==> src/rtl/mult_ctrl_pkg.sv <==
`default_nettype none
// ============================================================================
// Module   : mult_ctrl_pkg
// Brief    : Shared types and defaults for the MULT/MULTU HI/LO control stage.
// Revision : 1.0 - initial release
// ============================================================================
package mult_ctrl_pkg;

    localparam int unsigned C_W       = 16;
    localparam int unsigned C_PW      = 2 * C_W;
    localparam int unsigned C_TIMEOUT = 64;
    localparam int unsigned C_CNT_W   = 7;

    typedef enum logic [1:0] {
        IDLE  = 2'd0,
        ISSUE = 2'd1,
        WAIT  = 2'd2,
        FIN   = 2'd3
    } state_t;

endpackage
`default_nettype wire

==> src/rtl/mult_sign_adj.sv <==
`default_nettype none
// ============================================================================
// Module   : mult_sign_adj
// Brief    : Per-lane conditional two's-complement negation (magnitude/sign fix).
// Revision : 1.0 - initial release
// ============================================================================
module mult_sign_adj #(
    parameter int W     = 16,
    parameter int LANES = 1
) (
    input  logic [LANES-1:0]   neg,
    input  logic [LANES*W-1:0] din,
    output logic [LANES*W-1:0] dout
);

    for (genvar i = 0; i < LANES; i++) begin : g_lane
        // Negating the most negative value wraps to itself, which read as
        // unsigned is exactly its magnitude.
        assign dout[i*W +: W] = neg[i] ? -din[i*W +: W] : din[i*W +: W];
    end

endmodule
`default_nettype wire

==> src/rtl/mult_hilo_ctrl.sv <==
`default_nettype none
// ============================================================================
// Module   : mult_hilo_ctrl
// Brief    : MULT/MULTU control in front of the shift-add multiplier; drives
//            St, waits for Done, sign-corrects Produto and owns HI/LO.
// Revision : 1.0 - initial release
// ============================================================================
module mult_hilo_ctrl
    import mult_ctrl_pkg::*;
#(
    parameter int W       = C_W,
    parameter int TIMEOUT = C_TIMEOUT,
    parameter int CNT_W   = C_CNT_W
) (
    input  logic            Clk,
    input  logic            Reset,
    input  logic            Req,
    input  logic            Signed_op,
    input  logic [W-1:0]    Op_a,
    input  logic [W-1:0]    Op_b,
    input  logic            Wr_hi,
    input  logic            Wr_lo,
    input  logic [31:0]     Wr_data,
    output logic            Busy,
    output logic            Done_o,
    output logic            Timeout,
    output logic [31:0]     Hi,
    output logic [31:0]     Lo,
    output logic            Mul_st,
    output logic [W-1:0]    Mul_a,
    output logic [W-1:0]    Mul_b,
    input  logic            Mul_idle,
    input  logic            Mul_done,
    input  logic [2*W-1:0]  Mul_produto
);

    localparam int PW = 2 * W;

    state_t             r_state;
    state_t             w_state_nxt;
    logic [CNT_W-1:0]   r_cnt;
    logic               r_neg;
    logic               r_signed;
    logic               r_started;

    logic               w_accept;
    logic               w_qual_done;
    logic               w_cnt_last;
    logic [W-1:0]       w_mag_a;
    logic [W-1:0]       w_mag_b;
    logic [PW-1:0]      w_prod;
    logic               w_ext;
    logic [31:0]        w_lo_new;

    assign w_accept    = (r_state == IDLE) & Req & Mul_idle;
    // A Done still held from the previous operation must not complete this one.
    assign w_qual_done = Mul_done & (r_started | ~Mul_idle);
    assign w_cnt_last  = (r_cnt == CNT_W'(TIMEOUT - 1));

    mult_sign_adj #(.W(W), .LANES(2)) u_opnd_adj (
        .neg  ({Signed_op & Op_b[W-1], Signed_op & Op_a[W-1]}),
        .din  ({Op_b, Op_a}),
        .dout ({w_mag_b, w_mag_a})
    );

    mult_sign_adj #(.W(PW), .LANES(1)) u_prod_adj (
        .neg  (r_neg),
        .din  (Mul_produto),
        .dout (w_prod)
    );

    assign w_ext = r_signed & w_prod[PW-1];

    // Operand widths up to 16 bits give a product no wider than LO.
    if (PW == 32) begin : g_lo_full
        assign w_lo_new = w_prod;
    end else begin : g_lo_ext
        assign w_lo_new = {{(32-PW){w_ext}}, w_prod};
    end

    always_comb begin
        w_state_nxt = r_state;
        Mul_st      = 1'b0;
        Done_o      = 1'b0;
        case (r_state)
            IDLE:  if (w_accept) w_state_nxt = ISSUE;
            ISSUE: begin
                Mul_st      = 1'b1;
                w_state_nxt = WAIT;
            end
            WAIT: begin
                if (w_qual_done)     w_state_nxt = FIN;
                else if (w_cnt_last) w_state_nxt = IDLE;
            end
            FIN: begin
                Done_o      = 1'b1;
                w_state_nxt = IDLE;
            end
            default: w_state_nxt = IDLE;
        endcase
    end

    assign Busy = (r_state != IDLE) | (Req & ~Mul_idle);

    always_ff @(posedge Clk or negedge Reset) begin
        if (!Reset) begin
            r_state   <= IDLE;
            r_cnt     <= '0;
            r_neg     <= 1'b0;
            r_signed  <= 1'b0;
            r_started <= 1'b0;
            Mul_a     <= '0;
            Mul_b     <= '0;
            Hi        <= '0;
            Lo        <= '0;
            Timeout   <= 1'b0;
        end else begin
            r_state <= w_state_nxt;
            case (r_state)
                IDLE: begin
                    // Moves to HI/LO only land while the pipeline is not stalled.
                    if (Wr_hi) Hi <= Wr_data;
                    if (Wr_lo) Lo <= Wr_data;
                    if (w_accept) begin
                        Mul_a    <= w_mag_a;
                        Mul_b    <= w_mag_b;
                        r_neg    <= Signed_op & (Op_a[W-1] ^ Op_b[W-1]);
                        r_signed <= Signed_op;
                        Timeout  <= 1'b0;
                    end
                end
                ISSUE: begin
                    r_cnt     <= '0;
                    r_started <= 1'b0;
                end
                WAIT: begin
                    if (!Mul_idle) r_started <= 1'b1;
                    if (w_qual_done) begin
                        Hi <= {32{w_ext}};
                        Lo <= w_lo_new;
                    end else begin
                        r_cnt <= r_cnt + CNT_W'(1);
                        if (w_cnt_last) Timeout <= 1'b1;
                    end
                end
                default: ;
            endcase
        end
    end

endmodule
`default_nettype wire

==> config.mk <==
export PLATFORM = sky130hd
export DESIGN_NAME = mult_hilo_ctrl
export DESIGN_NICKNAME = d
export VERILOG_FILES = /design/src/rtl/mult_ctrl_pkg.sv /design/src/rtl/mult_sign_adj.sv /design/src/rtl/mult_hilo_ctrl.sv
export SDC_FILE = /design/constraint.sdc
export NUM_CORES = 1
export LEC_CHECK = 0
export CORE_UTILIZATION = 40
export DETAILED_ROUTE_END_ITERATION = 8
export GPL_TIMING_DRIVEN = 0
export PLACE_DENSITY_LB_ADDON = 0.15
export SYNTH_ARGS = -nofsm -noshare
export SYNTH_HDL_FRONTEND = slang
export SYNTH_SLANG_ARGS = --single-unit
==> constraint.sdc <==
create_clock -name Clk -period 2 [get_ports Clk]
set_clock_uncertainty 0.2 [all_clocks]
set_input_delay 0.6 -clock Clk [delete_from_list [all_inputs] [get_ports Clk]]
set_output_delay 0.6 -clock Clk [all_outputs]
set_load 0.02 [all_outputs]
## Yosys cells after proc, flatten, opt, wreduce, memory -nomap -nowiden

Cells that the tools add are included.

- Register bits after elaboration: 109
- Word-level logic and storage cells: 72
- Input bits: 104
- Output and inout bits: 100

- Add/sub/neg operators: 4
- Muxes and demuxes: 23
- Bitwise logic cells: 12
- Reduce and logical (&&, ||, !) cells: 11
- Equal/unequal tests: 12

Operator list:

| cell | count |
|---|---|
| $mux 32 | 5 |
| $pmux 32 s2 | 2 |
| $mux 16 | 2 |
| $neg 16->16 | 2 |
| $neg 32->32 | 1 |
| $ne 2x2->1 const B | 7 |
| $pmux 7 s2 | 1 |
| $and 1x1->1 | 8 |
| $pmux 2 s4 | 1 |
| $reduce_and 2->1 | 4 |
| $add 7x1->7 const B | 1 |
| $eq 7x6->1 const B | 1 |
| $mux 7 | 1 |
| $mux 1 | 6 |
| $mux 2 | 3 |
| $reduce_and 3->1 | 2 |
| $reduce_bool 2->1 | 3 |
| $eq 2x2->1 const B | 2 |
| $pmux 1 s2 | 2 |
| $reduce_and 4->1 | 1 |
| $ne 3x3->1 const B | 1 |
| $eq 2x1->1 const B | 1 |
| $logic_not 2->1 | 1 |
| $or 1x1->1 | 2 |
| other kinds (2) | 2 |

## Logic depth before layout (Yosys ltp)

- Word-level depth: 5
- Mapped depth: 8
- Depth with buffers taken out: 7

## Cells and area by module

From an unflattened synthesis, not the netlist that was laid out.

- Cells, all modules: 625
- Area total of the unflattened synthesis: 6068.3 um^2

Modules (own cells, without submodules):

| module | instances | cells an instance | sequential area each (um^2) | area each (um^2) |
|---|---|---|---|---|
| mult_hilo_ctrl | 1 | 425 | 2727.6 | 4682.0 |
| mult_sign_adj (u_prod_adj) | 1 | 108 | 0.0 | 767.0 |
| mult_sign_adj (u_opnd_adj) | 1 | 92 | 0.0 | 619.3 |

## Least setup slack after synthesis

No wires, ideal clock.

- Path kind: input port to flip-flop
- Start: in Mul_produto[1]
- End: reg Hi[0]
- Stages: 8
- Setup slack: -1044 ps
- Setup time: 143 ps
- Path buffers: 3
- Arrival time: 2702 ps
- Required time: 1657 ps
- Cell sequence: or4_1 -> buf_2 -> or3_1 -> buf_2 -> o311a_4 -> o31ai_4 -> buf_6 -> o211ai_2

- Word-level cells in the longest chain between the ends: 5

Ends and longest elaborated chain:

| element | RTL line | text |
|---|---|---|
| from (decl) | mult_hilo_ctrl.sv:34 | `input logic [2*W-1:0] Mul_produto` |
| $neg 32->32 | mult_sign_adj.sv:19 | `assign dout[i*W +: W] = neg[i] ? -din[i*W +: W] : din[i*W +: W];` |
| $mux 32 | mult_sign_adj.sv:19 |  |
| $and 1x1->1 | mult_hilo_ctrl.sv:72 | `assign w_ext = r_signed & w_prod[PW-1];` |
| $mux 32 | mult_hilo_ctrl.sv:138 | `if (w_qual_done) begin` |
| $pmux 32 s2 | mult_hilo_ctrl.sv:119 | `case (r_state)` |
| to (signal assigned) | mult_hilo_ctrl.sv:122 | `if (Wr_hi) Hi <= Wr_data;` |
| to (signal assigned) | mult_hilo_ctrl.sv:139 | `Hi <= {32{w_ext}};` |
| to (decl) | mult_hilo_ctrl.sv:27 | `output logic [31:0] Hi,` |

No other way between the ends. The select of a mux whose other input is x is not followed.
A chain may end at the register's enable or synchronous reset.

## Worst setup path after layout

- Start: in Mul_produto[1]
- End: reg Hi[4]

The elaborated chain is that of the path after synthesis.

==> key figures <==
Run status
  – Status: complete, but fails checks
  – Failing checks: negative setup slack

Power
  – Switching Share: 44.8%
  – Clock network fraction of total power: 13.9%
  – Static leakage: 4.56 nW
  – Switch Pwr: 0.00594 W
  – Seq pwr share: 29.1%
  – PD cells: 1340 nW/um^2
  – Max IR drop VDD: 0.000792 V
  – Power Internal: 0.00731 W
  – Combinational fraction of design power: 57.0%

Min path
  – Hold/Removal Path Class: in -> async

Logic synthesis
  – Count leader, synth: nand2_1
  – Mapped Cells: 656
  – Simple-gate area share of the yosys netlist: 20.7%
  – Distinct cells, synth: 49
  – Commonest cells post-synth: 130 x nand2_1, 109 x dfrtp_1, 64 x o21ai_0, 37 x nand3_1, 35 x xor2_1
  – Synthesized area: 5930 um^2
  – XOR/XNOR share of the synthesized area: 8.41%
  – Number of synthesized flops with an enable pin: 0
  – Share of synthesized flip-flops with an asynchronous set or reset: 100%
  – Sequential-to-total area share from yosys stat: 46.0%
  – Syn avg cell area: 9.04 um^2
  – Multiplexer share of the synthesized area: 1.37%
  – Largest family of logic cells by synthesized area: simple AND/OR/NAND/NOR gates
  – Post-Synth Adder-Cell Area: 0.844%
  – Compound-Gate Fraction of Synth Area: 18.7%
  – Area leader, netlist: dfrtp_1
  – Post-synthesis net count: 764
  – Area share of the leading cell type in the synthesized netlist: 46.0%
  – Synth area leaders: dfrtp_1 46%, nand2_1 8.2%, o21ai_0 5.4%, xor2_1 5.2%, xnor2_1 3.2%
  – Register bit total from synthesis: 109
  – Synth warnings: 0
  – Most used DFF post-synth: dfrtp_1

Global routing
  – Met1 usage: 34.1%
  – Met3 GRT Util: 5.63%
  – GR Overflow Total: 0
  – Met2 Use GR: 47.6%
  – Initial antenna violation count: 0
  – GRT Util Overall: 27.8%
  – Largest net degree at the start of global routing: 61
  – GR peak layer: met2
  – Vias in the first global route: 6231
  – First-pass GRT wire length: 32200 um

Job
  – Max-Cap Viols: 0

STA
  – Tcrit/Tclk final: 132%
  – Final hold violations: 0
  – Worst Slack Setup Final: -0.631 ns
  – Max Clk Rate: 380 MHz
  – Final min period: 2.63 ns
  – Worst-Margin Slew: 0.688 ns
  – Pins Over Slew Limit: 0
  – Rel. slew slack: 54.1%
  – Setup-failing EPs final: 53
  – Sum of negative setup slack: -21.30 ns
  – RSZ-0062 raised after global routing: yes

CTS
  – Clock Latency Late Sink: 0.36 ns
  – CTS tree: done
  – Hold-fix buffers at CTS: 0
  – CTS max path bufs: 2
  – Clock slew seen by the registers of the worst setup and hold paths: 0.08 ns
  – TritonCTS Buffers: 9
  – Total clock sinks: 109
  – Root buffer cell: clkbuf_16
  – CTS HTree Levels: 3

Floorplan
  – Die area: 15300 um^2
  – Die Height: 124 um
  – Initial core utilization: 41.0%
  – Core area: 14500 um^2
  – Die width: 124 um
  – I/O pin cnt: 204
  – Cell Rows: 44

Placement
  – IO Port Bufs: 203
  – Final Wtd Congestion: 0.848
  – DPL Wire Length: 14800 um
  – Area after DPL: 8490 um^2

Final layout
  – # nets final: 1037
  – Area of the multi-input gates: 3830 um^2
  – Post-route cell area: 9890 um^2
  – Reg area: 2730 um^2
  – Syn-to-layout area delta: 66.7%
  – Fillers: 1127
  – Ant diodes: 0
  – Layout cells sized above 1: 28.8%

Routing
  – First-pass detailed-route iteration total: 7
  – Initial DRC count: 415
  – DRC: 0
  – Post-Route WL: 21700 um
  – DR WL/cell: 19.4 um
  – DR vias: 6346
  – Vias per inst: 5.68
  – Antenna Nets Post-Route: 0

Setup path
  – R2r startpoint: r_neg$_DFFE_PN0P_
  – R2r endpoint: Hi[4]$_DFFE_PN0P_
  – Crit path kind: in -> reg
  – Worst r2r path cells: 7
  – Critical Path AT: 2.64 ns
  – Worst Setup Start Kind: primary input
  – CP max FO: 5
  – Worst path required time: 2.01 ns
  – Crit. End Element: flip-flop
  – R2r setup slk: -0.22 ns
final cells by class:
class	instances	share of cell area [%]
buffer	32	2.05
clock inverter	4	0.481
sequential	109	27.6
timing repair buffer	271	25.5
tap	184	2.33
inverter	15	0.860
clock buffer	12	2.49
multi-input combinational	491	38.7
layout by cell type, fill, tap and decap left out, types with 4 or more instances in the layout:
cell type	Yosys	layout
o41ai_4	0	11
o31ai_4	1	8
nand2_2	0	4
nand4_1	5	5
a21oi_1	22	17
buf_12	0	6
nand3_2	5	19
clkbuf_16	0	9
inv_1	14	8
buf_4	0	56
buf_6	3	21
nor2_1	32	29
dlygate4sd2_1	0	114
nand2_1	130	124
buf_2	2	10
buf_8	0	7
o21ai_1	0	17
o21ai_2	0	6
nor4_4	0	11
xor2_1	35	35
clkbuf_2	1	14
a21oi_2	0	4
o21ai_0	64	40
nand3_1	37	23
dlymetal6s2s_1	0	5
clkdlybuf4s50_1	0	44
xnor2_1	22	21
or3_4	0	5
mux2i_1	7	7
clkbuf_1	30	13
clkdlybuf4s15_1	0	4
o211ai_2	14	14
or4_4	0	6
dfrtp_1	109	107
o221ai_1	13	13
cells by family after synthesis:
kind of cell             Yosys count
AO/OA/AOI/OAI                    159
multiplexers                       8
flip-flops                       109
AND/OR/NAND/NOR                  263
XOR/XNOR                          57
buffers and inverters             56
adder cells (fa/ha/maj)            4
worst max path at each step:
stage                          to  slack, ns  cells past startpoint      startpoint
3_5_place_dp   Hi[19]$_DFFE_PN0P_      -1.81                      9  Mul_produto[0]
6_report        Hi[4]$_DFFE_PN0P_      -0.63                      9  Mul_produto[1]
5_1_grt         Hi[4]$_DFFE_PN0P_      -0.68                      9  Mul_produto[1]
3_3_place_gp    Hi[2]$_DFFE_PN0P_      -4.07                      1           Reset
2_1_floorplan   Hi[0]$_DFFE_PN0P_      -0.91                      8  Mul_produto[1]
4_1_cts         Hi[0]$_DFFE_PN0P_      -0.78                     10  Mul_produto[2]
critical path, stage by stage:
cell	delay, ns
buf_8	0.10
or4_4	0.55
or3_4	0.37
o311a_4	0.33
o31ai_4	0.20
buf_6	0.16
buf_12	0.12
buf_8	0.11
o211ai_2	0.09
flip-flops by register name (all words and copies together) (netlist names):
| name | count |
|---|---|
| Lo | 32 |
| Timeout | 1 |
| Hi | 32 |
| r_started | 1 |
| r_cnt | 7 |
| r_neg | 1 |
| Mul_b | 16 |
| Mul_a | 16 |
| r_signed | 1 |
| r_state | 2 |
what timing repair did:
item                                    4_1_cts  5_1_grt
gates resized for setup                     387      124
buffers inserted                             48       24
pin swaps                                    76       63
gates cloned                                  2        0
endpoints found under the setup margin      194       86
per-layer routing:
metal	part of all wire, %	vias to the layer above
li1	-	2879
met1	39	3160
met2	51	265
met3	7.5	42
met4	2.6	0
met5	0	-
power groups by stage:
stage                     Combinational (W)  Clock (W)  Sequential [W]
final                               0.00755    0.00184         0.00386
after global routing                0.00811    0.00195         0.00399
after global placement              0.00708          0         0.00384
after detailed placement            0.00722          0         0.00389
after floorplan                     0.00284          0         0.00495
after CTS                           0.00715    0.00184         0.00385
through the flow:
step                instances  setup WS (ns)  util, %  hold WS, ns  total power (W)
floorplan                 656         -0.909        -        0.104          0.00779
global placement         1043          -4.07     58.5        0.262           0.0109
detailed placement       1044          -1.81     58.6        0.263           0.0111
CTS                      1103         -0.780     66.0       0.0942           0.0128
global route             1118         -0.679     68.3        0.123           0.0140
finish                   1118         -0.631     68.3       0.0635           0.0133
Note: power is estimated with default switching activity, not from simulation.
